File: src/rtl/multicycle_controller.sv
// Multicycle MIPS-style control unit.
// Walks each instruction through fetch, decode and the per-class execute,
// memory and write-back states, and drives the datapath selects and strobes.
//
// Ports:
//   clk            single clock, rising edge
//   rst            synchronous active-high reset
//   opcode[5:0]    instruction bits [31:26] from the instruction register
//   mem_ready      memory completed the current read/write this cycle
//   pc_write, pc_write_cond, ir_write, i_or_d, mem_read, mem_write
//                  PC, IR and memory strobes/selects
//   reg_dst, mem_to_reg, reg_write, alu_src_a
//                  datapath selects and register-file write enable
//   alu_src_b[1:0] 0=reg 1=const 4 2=signext 3=signext<<2
//   alu_op[1:0]    0=add 1=sub 2=funct
//   pc_source[1:0] 0=ALU 1=ALUOut 2=jump target
//   state[3:0]     current FSM state (debug)
//   retired_count  instructions completed, wraps
//   illegal_op     sticky flag, set on an unsupported opcode
module multicycle_controller #(
    parameter int CNT_WIDTH = 16
) (
    input  logic                 clk,
    input  logic                 rst,
    input  logic [5:0]           opcode,
    input  logic                 mem_ready,
    output logic                 pc_write,
    output logic                 pc_write_cond,
    output logic                 ir_write,
    output logic                 i_or_d,
    output logic                 mem_read,
    output logic                 mem_write,
    output logic                 reg_dst,
    output logic                 mem_to_reg,
    output logic                 reg_write,
    output logic                 alu_src_a,
    output logic [1:0]           alu_src_b,
    output logic [1:0]           alu_op,
    output logic [1:0]           pc_source,
    output logic [3:0]           state,
    output logic [CNT_WIDTH-1:0] retired_count,
    output logic                 illegal_op
);

    typedef enum logic [3:0] {
        FETCH    = 4'd0,
        DECODE   = 4'd1,
        MEM_ADDR = 4'd2,
        MEM_RD   = 4'd3,
        MEM_WB   = 4'd4,
        MEM_WR   = 4'd5,
        R_EXEC   = 4'd6,
        R_WB     = 4'd7,
        BRANCH   = 4'd8,
        JUMP     = 4'd9,
        I_EXEC   = 4'd10,
        I_WB     = 4'd11,
        TRAP     = 4'd12
    } state_t;

    localparam logic [5:0] OP_RTYPE = 6'h00;
    localparam logic [5:0] OP_LW    = 6'h23;
    localparam logic [5:0] OP_SW    = 6'h2B;
    localparam logic [5:0] OP_BEQ   = 6'h04;
    localparam logic [5:0] OP_J     = 6'h02;
    localparam logic [5:0] OP_ADDI  = 6'h08;

    state_t state_q;
    state_t next_state;
    logic   retire;

    // State register, retire counter and sticky illegal flag
    always_ff @(posedge clk) begin
        if (rst) begin
            state_q       <= FETCH;
            retired_count <= '0;
            illegal_op    <= 1'b0;
        end else begin
            state_q <= next_state;
            if (retire) begin
                retired_count <= retired_count + 1'b1;
            end
            if (next_state == TRAP) begin
                illegal_op <= 1'b1;
            end
        end
    end

    // Next-state logic
    always_comb begin
        next_state = FETCH;
        retire     = 1'b0;
        case (state_q)
            FETCH:    next_state = mem_ready ? DECODE : FETCH;
            DECODE: begin
                case (opcode)
                    OP_RTYPE:     next_state = R_EXEC;
                    OP_LW, OP_SW: next_state = MEM_ADDR;
                    OP_BEQ:       next_state = BRANCH;
                    OP_J:         next_state = JUMP;
                    OP_ADDI:      next_state = I_EXEC;
                    default:      next_state = TRAP;
                endcase
            end
            // An opcode that changed under us after decode is treated as illegal
            MEM_ADDR: begin
                if (opcode == OP_LW) begin
                    next_state = MEM_RD;
                end else if (opcode == OP_SW) begin
                    next_state = MEM_WR;
                end else begin
                    next_state = TRAP;
                end
            end
            MEM_RD:   next_state = mem_ready ? MEM_WB : MEM_RD;
            MEM_WB: begin
                next_state = FETCH;
                retire     = 1'b1;
            end
            MEM_WR: begin
                next_state = mem_ready ? FETCH : MEM_WR;
                retire     = mem_ready;
            end
            R_EXEC:   next_state = R_WB;
            R_WB, BRANCH, JUMP, I_WB: begin
                next_state = FETCH;
                retire     = 1'b1;
            end
            I_EXEC:   next_state = I_WB;
            TRAP:     next_state = TRAP;
            default:  next_state = FETCH;
        endcase
    end

    // Output logic; strobes are gated off while reset is asserted
    always_comb begin
        pc_write      = 1'b0;
        pc_write_cond = 1'b0;
        ir_write      = 1'b0;
        i_or_d        = 1'b0;
        mem_read      = 1'b0;
        mem_write     = 1'b0;
        reg_dst       = 1'b0;
        mem_to_reg    = 1'b0;
        reg_write     = 1'b0;
        alu_src_a     = 1'b0;
        alu_src_b     = 2'd0;
        alu_op        = 2'd0;
        pc_source     = 2'd0;
        case (state_q)
            FETCH: begin
                mem_read  = 1'b1;
                alu_src_b = 2'd1;
                ir_write  = mem_ready;
                pc_write  = mem_ready;
            end
            DECODE: begin
                alu_src_b = 2'd3;
            end
            MEM_ADDR, I_EXEC: begin
                alu_src_a = 1'b1;
                alu_src_b = 2'd2;
            end
            MEM_RD: begin
                mem_read = 1'b1;
                i_or_d   = 1'b1;
            end
            MEM_WB: begin
                reg_write  = 1'b1;
                mem_to_reg = 1'b1;
            end
            MEM_WR: begin
                mem_write = 1'b1;
                i_or_d    = 1'b1;
            end
            R_EXEC: begin
                alu_src_a = 1'b1;
                alu_op    = 2'd2;
            end
            R_WB: begin
                reg_write = 1'b1;
                reg_dst   = 1'b1;
            end
            BRANCH: begin
                alu_src_a     = 1'b1;
                alu_op        = 2'd1;
                pc_write_cond = 1'b1;
                pc_source     = 2'd1;
            end
            JUMP: begin
                pc_write  = 1'b1;
                pc_source = 2'd2;
            end
            I_WB: begin
                reg_write = 1'b1;
            end
            default: ;
        endcase
        if (rst) begin
            pc_write      = 1'b0;
            pc_write_cond = 1'b0;
            ir_write      = 1'b0;
            mem_read      = 1'b0;
            mem_write     = 1'b0;
            reg_write     = 1'b0;
        end
    end

    assign state = state_q;

endmodule

File: config.mk
export PLATFORM = sky130hd
export DESIGN_NAME = multicycle_controller
export DESIGN_NICKNAME = d
export VERILOG_FILES = /design/src/rtl/multicycle_controller.sv
export SDC_FILE = /design/constraint.sdc
export NUM_CORES = 1
export LEC_CHECK = 0
export CAP_MARGIN = 30
export CORE_ASPECT_RATIO = 0.75
export CORE_MARGIN = 10
export CORE_UTILIZATION = 40
export DETAILED_ROUTE_END_ITERATION = 10
export PLACE_DENSITY = 0.73
export SLEW_MARGIN = 10
export SYNTH_ARGS = -nofsm -noshare
export SYNTH_HDL_FRONTEND = slang
export SYNTH_SLANG_ARGS = --single-unit
File: constraint.sdc
create_clock -name clk -period 1.8 [get_ports clk]
set_input_delay 0.36 -clock clk [delete_from_list [all_inputs] [get_ports clk]]
set_output_delay 0.36 -clock clk [all_outputs]
set_load 0.02 [all_outputs]
==> flow_summary.yaml <==
outcome:
  status: "finished with violations"
  violations: "negative setup slack"
synth:
  synth_top_area_share_pct: 28.3
  postSynthCellCount: 184
  netlist_area_mm2: 0.00149
  synth.net_count: 194
  ys_types: 50
  async_flop_share_pct: 0
  synth_seq_cells: 21
  yosysSeqAreaShare_pct: 28.3
  synth.avg_cell_area_um2: 8.09
  yosysTopAreaCell: "dfxtp_1"
  synth_flop_cell: "dfxtp_1"
  yosysWarnings: 0
  synth_enable_flop_cells: 0
  synth_area_leaders: "dfxtp_1 (28%), nor2_1 (6.3%), xnor2_1 (4.1%)"
sta:
  timing.final.crit_share_pct: 101
  finalSetupTns_ns: -0.0185
  drv_slew: 0
  timing.fmax_mhz: 550
  rsz0062_at_grt: "true"
  slew_headroom_pct: 72.8
  worst_pin_slew_ns: 0.407
  clock_skew_ns: 0.00265
  finalCriticalPeriod_ns: 1.82
  hold_viol: 0
  setup-violations-final: 1
  finalWorstSetupSlack_ns: -0.0185
floorplan:
  dieArea_mm2: 0.00658
  rows: 19
  io_pins: 46
  coreArea_mm2: 0.00361
  die_h_um: 72.8
  initial_utilization_pct: 41.2
  die_w_um: 90.4
routing:
  postRouteAntennaNets: 0
  wire_per_inst_um: 13.9
  routed_wl_um: 4580
  first_pass_iters: 5
  drt_iter0_drc: 59
  via_count: 1663
  via_per_inst: 5.04
  drc_errors: 0
finish:
  final_nets: 289
  final_util_pct: 69.3
  num_antenna_cells: 0
  instances_no_fill: 330
  layout-drive-gt1-share_pct: 42.4
  area_growth_pct: 68.2
global_route:
  grt_pass1_vias: 1588
  grt_max_degree: 13
  grt_pass1_wl_um: 7270
  grt_use_total_pct: 13.1
  antenna_found_initial: 0
  overflow: 0
placement:
  gp_congestion: 0.924
  io_buffers: 45
  place_ws_ns: -0.489
  hpwlAfterDp_um: 3440
  dp_cells: 321
critical_path:
  crit_path_end: "illegal_op"
  path_class: "in -> reg"
  cp.buffers_inverters: 1
  critical_path.max_stage_delay_ns: 0.50
  r2r-end: "illegal_op"
  worstPathMaxFanout: 5
  crit_chain: "clkdlybuf4s50_1 -> nor4_2 -> o21ai_0 -> a221oi_1 -> nor2_1 -> a41o_1"
  reg2reg_depth: 8
  required_ns: 1.96
  rrSetupSlack_ns: 0.04
  crit_path_start: "opcode[5]"
  crit_cells: 6
  crit_path_end_kind: "flop"
  startpoint_type: "primary input"
  crit_arrival_ns: 1.98
  cp_slowest_cell: "clkdlybuf4s50_1"
  critical_path.top_delay_family: "compound AO/OA/AOI/OAI gates"
  r2r-start: "state[1]"
cts:
  clock_latency_ns: 0.26
  cts.clk_slew.worst_paths_ns: 0.07
  cts_buffers: 3
  cts_root_buf: "clkbuf_8"
  cts_num_sinks: 21
  cts_max_path_buffers: 2
  cts_hold_buf: 0
  cts_tree: "yes"
  htreeDepth: 1
power:
  power_uw: 1190
  p_sw_share_pct: 30.7
  seqPwrFrac_pct: 41.3
  max-vdd-ir-drop_mv: 0.354
  power_switching_uw: 366
  power.leakage_uw: 0.000999
  intPower_uw: 825
  p_per_area_mw_per_mm2: 476
  combPwrFrac_pct: 33.0
  clockPowerShare_pct: 25.7
flow_run:
  maxCapViolCount: 0
hold_path:
  hold_path.class: "reg -> reg"
[cell usage after synthesis, types with 2 or more instances]
library cell and instances:
nor2_1 25, dfxtp_1 21, nand2_1 10, nor3_1 10
nor2b_1 9, a21oi_1 8, o21ai_0 7, xnor2_1 7
a21oi_2 5, inv_1 5, nand3_1 5, nor3b_1 5
o21ai_2 5, or3_1 5, buf_2 4, nand4_1 4
nor4_1 4, and4_1 3, buf_6 3, clkbuf_1 3
nand2b_1 3, a211oi_1 2, nand3b_1 2, nor4b_1 2
o211ai_1 2
[what timing repair did]
item	CTS	global route
endpoints found under the setup margin	27	26
hold endpoints to repair	0	0
gates resized for setup	52	35
setup buffers	3	2
pin swaps	3	8
[per-layer routing]
layer	GRT usage [%]	wire length [um]	vias to the layer above
met2	21.1	2110	28
met1	16.4	2210	778
met3	5.14	259	0
met5	0	0	-
li1	-	-	857
met4	2.11	0	0
[how the worst min path moves through the flow]
| stage | startpoint | depth (start not counted) | slack [ns] | end |
|---|---|---|---|---|
| after floorplan | retired_count[10] | 2 | 0.55 | retired_count[10] |
| after global placement | retired_count[10] | 2 | 0.48 | retired_count[10] |
| final | retired_count[10] | 2 | 0.49 | retired_count[10] |
| after global routing | retired_count[10] | 2 | 0.52 | retired_count[10] |
| after CTS | retired_count[10] | 2 | 0.49 | retired_count[10] |
| after detailed placement | retired_count[10] | 2 | 0.47 | retired_count[10] |
[cell usage in the layout (no fill, tap or decap), types with 6 or more instances in the layout]
| master | n |
|---|---|
| o21ai_0 | 7 |
| nor2b_1 | 9 |
| clkbuf_2 | 6 |
| nor3_1 | 7 |
| clkdlybuf4s50_1 | 25 |
| a21oi_1 | 8 |
| nor2_1 | 25 |
| nand2_1 | 10 |
| buf_4 | 54 |
| dfxtp_1 | 17 |
| xnor2_1 | 7 |
[state kept, by name, indices dropped and copies added, names as in the netlist]
signal / flops
illegal_op: 1
retired_count: 16
state: 4
[final cells by class]
class                           instances  area [um2]
Timing Repair Buffer                  102         857
Clock inverter                          1        5.00
Fill cell                             311        1110
Inverter                                5        18.8
Tap cell                               52        65.1
Sequential cell                        21         430
Clock buffer                            3        41.3
Multi-Input combinational cell        146        1080
[worst min-delay path, delay by kind of cell, from the launching register on]
family	cells	cell delay (ns)
DFF	1	0.34
AOI/OAI and AO/OA	2	0.12
[metrics by stage]
stage | area, um2 | hold slack, ns
after floorplan | 1510 | 0.553
after global placement | 2370 | 0.477
after detailed placement | 2370 | 0.475
after CTS | 2440 | 0.488
after global routing | 2500 | 0.520
final | 2500 | 0.494
[power groups by stage]
stage,clock [uW],combinational [uW],sequential [uW]
after floorplan,0,178,508
after global placement,0,367,508
after detailed placement,0,370,509
after CTS,318,375,493
after global routing,342,425,494
final,306,393,492
[cell families (layout without fill, tap and decap cells)]
kind of cell	Yosys count	in the layout	share of synthesized area, %
flops	21	21	28.3
fa+ha+maj	1	1	0.841
buf+inv	17	111	6.39
compound gates	39	39	19.3
mux	3	3	2.52
xor+xnor	7	7	4.12
simple gates	96	96	38.6
Power figures use the tool's default switching activity.
